File: config.mk
export PLATFORM = sky130hd
export DESIGN_NAME = fpu_addsub_param
export DESIGN_NICKNAME = d
export VERILOG_FILES = /design/src/rtl/fpu_pkg.sv /design/src/rtl/fpu_rne_round.sv /design/src/rtl/fpu_addsub_param.sv
export SDC_FILE = /design/constraint.sdc
export NUM_CORES = 1
export LEC_CHECK = 0
export ABC_AREA = 1
export ABC_CLOCK_PERIOD_IN_PS = 3100
export CORE_MARGIN = 5
export CORE_UTILIZATION = 40
export DETAILED_ROUTE_END_ITERATION = 10
export PLACE_DENSITY_LB_ADDON = 0.08
export SKIP_LAST_GASP = 1
export SYNTH_ARGS = -nofsm -noshare
export SYNTH_HDL_FRONTEND = slang
export SYNTH_SLANG_ARGS = --single-unit
File: constraint.sdc
create_clock -name clock100KHz -period 3.1 [get_ports clock100KHz]
set_input_delay 0.62 -clock clock100KHz [delete_from_list [all_inputs] [get_ports clock100KHz]]
set_output_delay 0.62 -clock clock100KHz [all_outputs]
set_load 0.03 [all_outputs]
File: src/rtl/fpu_pkg.sv
// Shared types and default widths for the parametrised add/sub FPU.
package fpu_pkg;

    localparam int DEF_EXP_W = 6;
    localparam int DEF_MAN_W = 25;

    typedef enum logic [3:0] {
        EXACT     = 4'b0001,
        INEXACT   = 4'b0010,
        OVERFLOW  = 4'b0100,
        UNDERFLOW = 4'b1000
    } status_t;

    typedef enum logic [2:0] {
        IDLE,
        UNPACK,
        ALIGN,
        OPERATE,
        NORMALIZE,
        ROUND,
        OUTPUT
    } fsm_t;

endpackage

File: src/rtl/fpu_rne_round.sv
// Round-to-nearest-even on a mantissa (hidden bit included) with guard/round/sticky bits.
module fpu_rne_round
    import fpu_pkg::*;
#(
    parameter int MAN_W = DEF_MAN_W
) (
    input  logic [MAN_W:0] mant,
    input  logic           guard,
    input  logic           rnd,
    input  logic           sticky,
    output logic [MAN_W:0] rounded,
    output logic           carry,
    output logic           inexact
);

    logic inc;

    // NOTE: every always_comb output is assigned on every path, so no latch can be inferred.
    always_comb begin
        inc              = guard & (rnd | sticky | mant[0]);
        inexact          = guard | rnd | sticky;
        {carry, rounded} = {1'b0, mant} + {{(MAN_W + 1){1'b0}}, inc};
    end

endmodule

File: src/rtl/fpu_addsub_param.sv
// Multi-cycle floating-point adder/subtractor: sign | EXP_W exponent | MAN_W fraction, hidden 1,
// RNE rounding, saturation on overflow, signed zero on underflow.
module fpu_addsub_param
    import fpu_pkg::*;
#(
    parameter  int EXP_W = DEF_EXP_W,
    parameter  int MAN_W = DEF_MAN_W,
    localparam int W     = 1 + EXP_W + MAN_W
) (
    input  logic         clock100KHz,
    input  logic         reset,
    input  logic         start_in,
    input  logic         op_sel_in,
    input  logic [W-1:0] op_A_in,
    input  logic [W-1:0] op_B_in,
    output logic         busy_out,
    output logic         done_out,
    output logic [W-1:0] data_out,
    output logic [3:0]   status_out
);

    // Extended mantissa: hidden | fraction | guard | round | sticky.
    localparam int             MW       = MAN_W + 4;
    localparam logic [EXP_W:0] EXP_MAX  = {1'b0, {EXP_W{1'b1}}};
    localparam logic [EXP_W:0] EXP_ONE  = 1;
    localparam logic [EXP_W:0] COLLAPSE = (EXP_W + 1)'(MAN_W + 3);

    fsm_t             state;
    logic [W-1:0]     a_q, b_q;
    logic             op_q;
    logic             sign_a, sign_b;
    logic [EXP_W-1:0] exp_a, exp_b;
    logic [MW-1:0]    man_a, man_b;
    logic             sign_big, sign_small;
    logic [MW-1:0]    man_big, man_small;
    logic             res_sign;
    logic [EXP_W:0]   res_exp;
    logic [MW:0]      res_man;
    logic             ovf, unf, inexact, zero;

    logic             hid_a, hid_b, a_big;
    logic [EXP_W-1:0] exp_diff;
    logic [MW-1:0]    small_raw, small_shift, lost_mask;
    logic [MW:0]      sum;
    logic [EXP_W:0]   exp_inc, exp_dec;

    always_comb begin
        hid_a       = |a_q[W-2:MAN_W];
        hid_b       = |b_q[W-2:MAN_W];
        a_big       = (exp_a > exp_b) || ((exp_a == exp_b) && (man_a >= man_b));
        small_raw   = a_big ? man_b : man_a;
        exp_diff    = a_big ? (exp_a - exp_b) : (exp_b - exp_a);
        lost_mask   = '0;
        small_shift = '0;
        if ({1'b0, exp_diff} >= COLLAPSE) begin
            small_shift = {{(MW - 1){1'b0}}, |small_raw};
        end else begin
            // Bits shifted past the sticky position are folded into it.
            lost_mask      = ~({MW{1'b1}} << exp_diff);
            small_shift    = small_raw >> exp_diff;
            small_shift[0] = small_shift[0] | (|(small_raw & lost_mask));
        end
        if (sign_big == sign_small) begin
            sum = {1'b0, man_big} + {1'b0, man_small};
        end else begin
            sum = {1'b0, man_big} - {1'b0, man_small};
        end
        exp_inc = res_exp + EXP_ONE;
        exp_dec = res_exp - EXP_ONE;
    end

    logic [MAN_W:0] rnd_man, rnd_norm;
    logic           rnd_carry, rnd_inexact;

    fpu_rne_round #(.MAN_W(MAN_W)) u_round (
        .mant    (res_man[MW-1:3]),
        .guard   (res_man[2]),
        .rnd     (res_man[1]),
        .sticky  (res_man[0]),
        .rounded (rnd_man),
        .carry   (rnd_carry),
        .inexact (rnd_inexact)
    );

    assign rnd_norm = rnd_carry ? {1'b1, rnd_man[MAN_W:1]} : rnd_man;

    // NOTE: sequential state uses non-blocking assignments only, so every register sees pre-edge values.
    always_ff @(posedge clock100KHz or negedge reset) begin
        if (!reset) begin
            // NOTE: datapath registers are reset too, so an aborted operation leaves no stale result behind.
            state      <= IDLE;
            busy_out   <= 1'b0;
            done_out   <= 1'b0;
            data_out   <= '0;
            status_out <= '0;
            a_q        <= '0;
            b_q        <= '0;
            op_q       <= 1'b0;
            sign_a     <= 1'b0;
            sign_b     <= 1'b0;
            exp_a      <= '0;
            exp_b      <= '0;
            man_a      <= '0;
            man_b      <= '0;
            sign_big   <= 1'b0;
            sign_small <= 1'b0;
            man_big    <= '0;
            man_small  <= '0;
            res_sign   <= 1'b0;
            res_exp    <= '0;
            res_man    <= '0;
            ovf        <= 1'b0;
            unf        <= 1'b0;
            inexact    <= 1'b0;
            zero       <= 1'b0;
        end else begin
            done_out <= 1'b0;
            unique case (state)
                IDLE: begin
                    if (start_in) begin
                        a_q      <= op_A_in;
                        b_q      <= op_B_in;
                        op_q     <= op_sel_in;
                        busy_out <= 1'b1;
                        ovf      <= 1'b0;
                        unf      <= 1'b0;
                        inexact  <= 1'b0;
                        zero     <= 1'b0;
                        state    <= UNPACK;
                    end
                end
                UNPACK: begin
                    sign_a <= a_q[W-1];
                    sign_b <= b_q[W-1] ^ op_q;
                    exp_a  <= a_q[W-2:MAN_W];
                    exp_b  <= b_q[W-2:MAN_W];
                    man_a  <= {hid_a, a_q[MAN_W-1:0] & {MAN_W{hid_a}}, 3'b000};
                    man_b  <= {hid_b, b_q[MAN_W-1:0] & {MAN_W{hid_b}}, 3'b000};
                    state  <= ALIGN;
                end
                ALIGN: begin
                    sign_big   <= a_big ? sign_a : sign_b;
                    sign_small <= a_big ? sign_b : sign_a;
                    man_big    <= a_big ? man_a : man_b;
                    man_small  <= small_shift;
                    res_exp    <= {1'b0, (a_big ? exp_a : exp_b)};
                    state      <= OPERATE;
                end
                OPERATE: begin
                    res_man  <= sum;
                    res_sign <= sign_big;
                    state    <= NORMALIZE;
                end
                NORMALIZE: begin
                    if (res_man == '0) begin
                        zero  <= 1'b1;
                        state <= OUTPUT;
                    end else if (res_man[MW]) begin
                        if (exp_inc > EXP_MAX) begin
                            ovf   <= 1'b1;
                            state <= OUTPUT;
                        end else begin
                            // A carry shift always leaves the hidden bit set, so rounding can follow directly.
                            res_man <= {1'b0, res_man[MW:2], res_man[1] | res_man[0]};
                            res_exp <= exp_inc;
                            state   <= ROUND;
                        end
                    end else if (!res_man[MW-1]) begin
                        if (exp_dec < EXP_ONE) begin
                            unf   <= 1'b1;
                            state <= OUTPUT;
                        end else begin
                            res_man <= res_man << 1;
                            res_exp <= exp_dec;
                        end
                    end else begin
                        state <= ROUND;
                    end
                end
                ROUND: begin
                    inexact <= rnd_inexact;
                    if (rnd_carry && (exp_inc > EXP_MAX)) begin
                        ovf <= 1'b1;
                    end else begin
                        res_man <= {1'b0, rnd_norm, 3'b000};
                        if (rnd_carry) begin
                            res_exp <= exp_inc;
                        end
                    end
                    state <= OUTPUT;
                end
                OUTPUT: begin
                    done_out <= 1'b1;
                    busy_out <= 1'b0;
                    state    <= IDLE;
                    if (ovf) begin
                        data_out   <= {res_sign, {(W - 1){1'b1}}};
                        status_out <= OVERFLOW;
                    end else if (unf) begin
                        data_out   <= {res_sign, {(W - 1){1'b0}}};
                        status_out <= UNDERFLOW;
                    end else if (zero) begin
                        data_out   <= '0;
                        status_out <= EXACT;
                    end else begin
                        data_out   <= {res_sign, res_exp[EXP_W-1:0], res_man[MW-2:3]};
                        status_out <= inexact ? INEXACT : EXACT;
                    end
                end
                default: state <= IDLE;
            endcase
        end
    end

endmodule
Word-level counts from Yosys, hierarchy flattened
Index checks and enable logic that the tools add are counted.
- bits in registers: 274
- bits in latches: 0
- input port bits: 68
- logic and storage cells: 156
- memories: 0
- output and inout bits: 38
- memory bits (writable): 0
- bits in read-only memories: 0
- multiply operators: 0
- order comparisons: 5
- multiplexer cells: 55
- add/sub/neg operators: 7
- reduce and logical (&&, ||, !) cells: 26
- shift operators: 2
- bitwise logic cells: 11
- equal/unequal tests: 23
- div/mod/pow operators: 0
- operators with widths (kind ; number):
    2-to-1 mux 30 bit ; 5
    2-to-1 mux 29 bit ; 5
    2-to-1 mux 32 bit ; 3
    one-hot mux 30 bit (3 select lines) ; 1
    OR reduction 29 bit ; 2
    bitwise AND 25 bit ; 2
    2-to-1 mux 7 bit ; 7
    adder 29 x 29 -> 30 bit ; 1
    zero test 30 bit ; 1
    subtractor 29 x 29 -> 30 bit ; 1
    bitwise AND 29 bit ; 1
    >= comparator 29 bit ; 1
    NOT 29 bit ; 1
    left shift 29 x 6 -> 29 bit (first input constant) ; 1
    >> shifter 29 x 6 -> 29 bit ; 1
    adder 26 x 1 -> 27 bit ; 1
    2-to-1 mux 26 bit ; 1
    != test 2 bit (second input constant) ; 11
    one-hot mux 7 bit (3 select lines) ; 1
    one-hot mux 3 bit (6 select lines) ; 1
    AND reduction 6 bit ; 3
    2-to-1 mux 3 bit ; 5
    2-to-1 mux 1 bit ; 14
    2-to-1 mux 6 bit ; 2
    other kinds (31) ; 57

Depth between registers and ports, before layout
Gate-level depths: netlist of the first run.
- depth after elaboration: 10
- gate-level depth with buffers: 25
- gate-level depth less buffers: 24

Hierarchy
Synthesis of the first run repeated with hierarchy kept, for this count alone.
- cell total of the unflattened synthesis: 2570
- area total of the unflattened synthesis: 18047.3 µm²
- by module, submodules not included (module ; area each (µm²) ; sequential area each (µm²) ; cells each ; instances):
    fpu_addsub_param ; 17297.8 ; 6781.5 ; 2418 ; 1
    fpu_rne_round ; 749.5 ; 0.0 ; 152 ; 1

Worst setup path before layout of the first run
OpenSTA, ideal clock, no wires.
- path kind: flip-flop to flip-flop
- from: reg man_small[0]
- to: reg res_man[28]
- required time: 3018 ps
- cell stages (with the launch flop): 20
- slack: -310 ps
- buffers on the path: 0
- arrival time: 3328 ps
- clock period less this slack: 3410 ps
- library setup time: 82 ps
- cells stage by stage: dfrtp_1 inv_1 ha_1 nand2_1 nor3_1 nand2_1 nor3_1 nand4_1 nor3_1 a31oi_1 xor2_1 ha_1 nand2_1 o21a_1 nor4_1 a2111oi_0 o211ai_1 a21oi_1 o21ai_0 a31oi_1
- cells in the longest elaborated chain, start to end: 3
- elaborated cells between the ends (all ways): 4
- classes of those cells: add/sub (2); mux (2)
- ends and longest elaborated chain (element ; RTL line ; source):
    start, declared ; fpu_addsub_param.sv:35 ; logic [MW-1:0] man_big, man_small;
    start signal, assigned ; fpu_addsub_param.sv:145 ; man_small <= small_shift;
    subtractor 29 x 29 -> 30 bit or adder 29 x 29 -> 30 bit (tied branches) ; fpu_addsub_param.sv:66, fpu_addsub_param.sv:64 ;
    2-to-1 mux 30 bit (*) ; fpu_addsub_param.sv:63 ; if (sign_big == sign_small) begin
    one-hot mux 30 bit (3 select lines) (*) ; fpu_addsub_param.sv:118 ; unique case (state)
    end signal, assigned ; fpu_addsub_param.sv:150 ; res_man <= sum;
    end signal, assigned ; fpu_addsub_param.sv:164 ; res_man <= {1'b0, res_man[MW:2], res_man[1] | res_man[0]};
    end signal, assigned ; fpu_addsub_param.sv:173 ; res_man <= res_man << 1;
    end, declared ; fpu_addsub_param.sv:38 ; logic [MW:0] res_man;
Mark *: on every way between the ends. The rest lies on a longest branch, timed or not.
A chain may end at the register's enable or synchronous reset.

Worst setup path in the final report of the first run
- from: reg man_small[1]
- to: reg res_man[1]
The elaborated chain is that of the path after synthesis.

==> impl_metrics.env, run 1 <==
export IMPL_status="finished, violations left"
export IMPL_failed_checks="negative setup slack"
export IMPL_drcViolationCount=0
export IMPL_slew_violations=0
export IMPL_clockBufferDepth=3
export IMPL_ant_nets=0
export IMPL_clk_latency_ns=0.55
export IMPL_synth_warnings=0
export IMPL_grt_antenna_before_repair=0
export IMPL_finalSetupViolations=33
export IMPL_netlist_instances=2370
export IMPL_clk_pin_slew_ns=0.06
export IMPL_final_setup_skew_ns=0.0201
export IMPL_worstMarginPinSlew_ns=0.848
export IMPL_timing_fmax_mhz=261
export IMPL_path_buf_inv=24
export IMPL_io_pins=106
export IMPL_grt_pass1_vias=18200
export IMPL_die_w_um=220
export IMPL_synthToLayoutAreaGrowth_pct=48.7
export IMPL_synth_seq_cells=271
export IMPL_antenna_cells=0
export IMPL_rsz0062_at_grt="yes"
export IMPL_worstHoldPathCells=2
export IMPL_finalSetupTns_ns=-7.19
export IMPL_worstHoldEndpoint="a_q[4]$_DFFE_PN0P_"
export IMPL_die_y_um=220
export IMPL_setup_ws_ns=-0.728
export IMPL_place_area_sq_um=21600
export IMPL_cp_arrival_ns=4.30
export IMPL_stdcell_area_sq_um=26300
export IMPL_cts_htree_levels=2
export IMPL_die_area_sq_um=48500
export IMPL_ys_seq_area_share_pct=38.3
export IMPL_initial_core_util_pct=40.2
export IMPL_period_needed_ns=3.83
export IMPL_final_hold_violation_count=0
export IMPL_gp_congestion=0.927
export IMPL_synth_cell_types=64
export IMPL_via_per_inst=5.30
export IMPL_r2r_start="man_small[1]$_DFFE_PN0P_"
export IMPL_synth_ff_type="dfrtp_1"
export IMPL_grt_max_degree=90
export IMPL_r2r_cells=29
export IMPL_hold_path_class="flop to flop"
export IMPL_numClockSinks=271
export IMPL_fin_crit_sh_pct=123
export IMPL_ys_async_sr_fraction_pct=100
export IMPL_rows=77
export IMPL_start_kind="flop"
export IMPL_gr_total_overflow=0
export IMPL_fp_coreArea_sq_um=44000
export IMPL_synth_area_top_cells="dfrtp_1 38%, nand2_1 13%, o21ai_0 6.6%, nand3_1 5.1%, ha_1 4.8%"
export IMPL_r2r_slack_ns=-0.73
export IMPL_num_fill_cells=4013
export IMPL_dr_pass1_iters=5
export IMPL_max_stage_delay_ns=0.41
export IMPL_drive_gt1_share_pct=34.0
export IMPL_crit_path_top_delay_cell="dfrtp_1"
export IMPL_syn_num_nets=2509
export IMPL_min_from="a_q[4]$_DFFE_PN0P_"
export IMPL_grt_pass1_wl_um=98500
export IMPL_maxCapViolCount=0
export IMPL_synth_top_area_share_pct=38.3
export IMPL_cp_common_cell="buf_4"
export IMPL_wl_um=63700
export IMPL_cts_tree="done"
export IMPL_synth_edf_count=0
export IMPL_dp_slack_ns=-0.707
export IMPL_place_port_buffers=105
export IMPL_clockRootBuffer="clkbuf_16"
export IMPL_crit_fanout=3
export IMPL_critPathTopFamily="buffers and inverters"
export IMPL_final_nets=3011
export IMPL_dp_final_hpwl_um=46000
export IMPL_critPathKind="flop to flop"
export IMPL_mostFrequentLayoutCell="nand2_1"
export IMPL_synth_area_per_cell_sq_um=7.47
export IMPL_vias=18500
export IMPL_crit_required_ns=3.57
export IMPL_drtIter0Drc=1195
export IMPL_wire_per_inst_um=18.3
export IMPL_cts_buffers=34
export IMPL_synthesis_area_sq_um=17700
export IMPL_track_usage_pct=25.3
export IMPL_yosysTopAreaCell="dfrtp_1"
export IMPL_layout_common_cells="514 x nand2_1, 380 x buf_4, 271 x dfrtp_1"
export IMPL_cp_end_kind="flop"
export IMPL_slew_headroom_pct=43.5
export IMPL_r2r_end="res_man[1]$_DFFE_PN0P_"
[state kept, by name, indices dropped and copies added (netlist names), 3 cells and up]
| register | cells |
|---|---|
| man_b | 26 |
| state | 3 |
| status_out | 4 |
| res_exp | 7 |
| exp_a | 6 |
| man_big | 26 |
| exp_b | 6 |
| man_small | 29 |
| man_a | 26 |
| b_q | 32 |
| a_q | 32 |
| data_out | 32 |
| res_man | 30 |
[per-stage QoR]
stage | std cells | hold slack, ns | utilization (%)
after CTS | 3411 | 0.476 | 54.8
after detailed placement | 3285 | 0.462 | 49.0
final | 3485 | 0.472 | 59.7
after global routing | 3485 | 0.492 | 59.7
after floorplan | 2370 | 0.324 | -
after global placement | 3285 | 0.458 | 49.0
[area by class of cell]
type,instances,area (sq um),share of cell area (%)
clock buffers,48,963,3.66
flip-flops and latches,271,6780,25.8
multi-input cells,1758,11600,44.2
repair buffers,575,5200,19.8
inverters,232,896,3.41
clock inverters,9,106,0.404
well taps,592,741,2.82
[synth_stat cells, types with 6 or more instances]
library cell,instances
o22ai_1,30
a21oi_1,98
nor2_2,6
and2_1,7
inv_1,210
buf_1,6
nor4_1,14
nand2_1,618
nand4_1,21
nor3_1,22
o21bai_1,6
xnor2_1,17
o21ai_2,16
o221ai_1,11
xor2_1,55
nor2_1,142
a22o_1,31
o21ai_0,235
buf_4,15
buf_6,10
o211ai_1,11
o21ai_1,49
clkbuf_1,57
ha_1,68
nand2_2,19
nand3_1,180
dfrtp_1,271
buf_2,21
a31oi_1,18
inv_2,19
[worst min-delay path: stages, from the launching register on]
cell	delay, ns
dfrtp_1	0.34
nand2_1	0.06
nand2_1	0.05
[worst max-delay path by stage]
stage,start,to,slack [ns],cells past startpoint
3_5_place_dp,man_small[0]$_DFFE_PN0P_,res_man[28]$_DFFE_PN0P_,-0.71,21
2_1_floorplan,man_small[0]$_DFFE_PN0P_,res_man[28]$_DFFE_PN0P_,-0.18,20
3_3_place_gp,man_small[0]$_DFFE_PN0P_,res_man[28]$_DFFE_PN0P_,-0.73,21
5_1_grt,man_small[0]$_DFFE_PN0P_,res_man[28]$_DFFE_PN0P_,-0.95,21
6_report,man_small[1]$_DFFE_PN0P_,res_man[1]$_DFFE_PN0P_,-0.73,29
4_1_cts,man_small[1]$_DFFE_PN0P_,res_man[28]$_DFFE_PN0P_,-0.58,21
[logic make-up (layout without fill, tap and decap cells)]
family,Yosys count,count (layout),synth area share (%)
buf+inv,343,864,8.30
compound gates,548,548,18.2
fa+ha+maj,71,71,5.15
xor+xnor,72,72,3.56
simple gates,1065,1067,26.5
flops,271,271,38.3
[timing repair]
item                       4_1_cts  5_1_grt
pin swaps                      110      207
buffers inserted                65       80
setup endpoints to repair       46       61
gates cloned                     5        4
hold buffers                     1        0
gates resized for setup        222      380
hold endpoints to repair        39        0
[metal layers]
metal | GRT usage, % | part of all wire [%] | vias up
li1 | - | - | 8965
met1 | 34.4 | 45 | 8928
met2 | 42.3 | 48 | 432
met3 | 3.23 | 3.8 | 129
met4 | 7.68 | 3.2 | 0
met5 | 0 | 0 | -
Power of run 1 is left out: the tool's default activity adds up to more than one toggle a clock period on the data nets, which glitch-free logic cannot reach.
==> run 2: changes to the inputs <==
--- a/config.mk
+++ b/config.mk
@@ -8,9 +8,10 @@
 export ABC_AREA = 1
 export ABC_CLOCK_PERIOD_IN_PS = 3100
 export CORE_MARGIN = 5
-export CORE_UTILIZATION = 40
+export CORE_UTILIZATION = 39
 export DETAILED_ROUTE_END_ITERATION = 10
 export PLACE_DENSITY_LB_ADDON = 0.08
+export REMOVE_ABC_BUFFERS = 1
 export SKIP_LAST_GASP = 1
 export SYNTH_ARGS = -nofsm -noshare
 export SYNTH_HDL_FRONTEND = slang
==> impl_metrics.env, run 2 (synthesis results as in run 1) <==
export IMPL_status="finished, violations left"
export IMPL_failed_checks="negative setup slack"
export IMPL_die_w_um=223
export IMPL_die_area_sq_um=49700
export IMPL_synthToLayoutAreaGrowth_pct=48.8
export IMPL_rsz0062_at_grt="yes"
export IMPL_timing_hold_ws_ns=0.0420
export IMPL_dr_pass1_iters=5
export IMPL_wl_um=64300
export IMPL_slew_violations=0
export IMPL_timing_fmax_mhz=272
export IMPL_die_y_um=223
export IMPL_dp_slack_ns=-0.998
export IMPL_fin_crit_sh_pct=119
export IMPL_fp_coreArea_sq_um=45100
export IMPL_crit_required_ns=3.53
export IMPL_clockBufferDepth=3
export IMPL_reg_top3="a_q: 32 flops, b_q: 32 flops, data_out: 32 flops"
export IMPL_initial_core_util_pct=39.2
export IMPL_clk_latency_ns=0.55
export IMPL_finalSetupViolations=41
export IMPL_track_usage_pct=24.9
export IMPL_period_needed_ns=3.67
export IMPL_cp_arrival_ns=4.10
export IMPL_r2r_slack_ns=-0.57
export IMPL_crit_fanout=3
export IMPL_drcViolationCount=0
export IMPL_cp_end_kind="flop"
export IMPL_start_kind="flop"
export IMPL_via_per_inst=5.25
export IMPL_final_nets=3008
export IMPL_maxCapViolCount=0
export IMPL_final_setup_skew_ns=0.0143
export IMPL_grt_antenna_before_repair=0
export IMPL_clk_pin_slew_ns=0.06
export IMPL_drive_gt1_share_pct=32.8
export IMPL_gp_congestion=0.940
export IMPL_io_pins=106
export IMPL_finish_utilization_pct=58.4
export IMPL_slew_headroom_pct=38.1
export IMPL_final_hold_violation_count=0
export IMPL_finalSetupTns_ns=-7.55
export IMPL_worstMarginPinSlew_ns=0.929
export IMPL_seqCellArea_sq_um=6780
export IMPL_grt_pass1_wl_um=99800
export IMPL_num_fill_cells=4229
export IMPL_clockRootBuffer="clkbuf_16"
export IMPL_layout_common_cells="522 x nand2_1, 369 x buf_4, 271 x dfrtp_1"
export IMPL_hold_path_class="primary input to asynchronous set/reset pin"
export IMPL_grt_max_degree=78
export IMPL_wire_per_inst_um=18.4
export IMPL_antenna_cells=0
export IMPL_vias=18300
export IMPL_multiInputGateArea_sq_um=11500
export IMPL_ant_nets=0
export IMPL_cts_buffers=34
export IMPL_critPathKind="flop to flop"
export IMPL_drtIter0Drc=1179
export IMPL_place_port_buffers=105
export IMPL_grt_pass1_vias=18200
export IMPL_cts_tree="done"
export IMPL_numClockSinks=271
export IMPL_gr_total_overflow=0
export IMPL_dp_final_hpwl_um=47200
export IMPL_cts_htree_levels=2
export IMPL_rows=78
export IMPL_setup_ws_ns=-0.575
export IMPL_mostFrequentLayoutCell="nand2_1"
==> run 2: path summary, 6_finish.rpt <==
path / from / end / cells after the start
max in group asynchronous: reset / b_q[20]$_DFFE_PN0P_ / 2
setup reg to reg: man_small[0]$_DFFE_PN0P_ / res_man[28]$_DFFE_PN0P_ / 23
min in group clock100KHz: b_q[1]$_DFFE_PN0P_ / b_q[1]$_DFFE_PN0P_ / 2
hold reg to reg: b_q[1]$_DFFE_PN0P_ / b_q[1]$_DFFE_PN0P_ / 2
setup / recovery: man_small[0]$_DFFE_PN0P_ / res_man[28]$_DFFE_PN0P_ / 23
hold / removal: reset / status_out[2]$_DFFE_PN0P_ / 1
==> run 2: metal layers <==
layer / routed length (um) / global-route usage, %
met1: 27200 / 32.0
met2: 31700 / 42.6
met3: 2380 / 2.47
met4: 2970 / 11.4
met5: 0 / 0
==> run 2: critical path, cell delays in order (launching register included) <==
cell      delay, ns
dfrtp_1        0.41
nor3_4         0.22
nand4_1        0.14
inv_1          0.08
nand2_1        0.10
nor4_4         0.19
nand2_1        0.12
nor2_2         0.11
nand2_1        0.10
nor3_2         0.13
nand3_1        0.12
o31ai_2        0.21
xor2_1         0.10
ha_1           0.33
inv_1          0.08
buf_4          0.14
nor3_1         0.16
nand2_1        0.12
nor4_1         0.17
nand2_1        0.08
o211ai_1       0.11
a21oi_1        0.09
o21ai_0        0.10
a31oi_1        0.11
==> run 2: stage by stage <==
step,area [sq um],instances
2_1_floorplan,17100,2259
3_3_place_gp,21800,3323
3_5_place_dp,21800,3323
4_1_cts,25000,3444
5_1_grt,26300,3494
6_report,26300,3494
==> run 2: final cells by class <==
class,count,share of cell area (%)
multi-input combinational,1757,43.7
sequential,271,25.8
timing repair buffer,572,20.0
clock buffer,53,4.01
inverter,232,3.39
tap,600,2.85
clock inverter,8,0.247
timing repair inverter,1,0.0190
==> run 2: repair_timing <==
action	in CTS	in global routing
gates cloned	9	2
endpoints found under the setup margin	47	77
gates resized for setup	365	223
hold buffers	0	0
setup buffers	55	58
pin swaps	102	168
Power of run 2 is left out for the same reason.
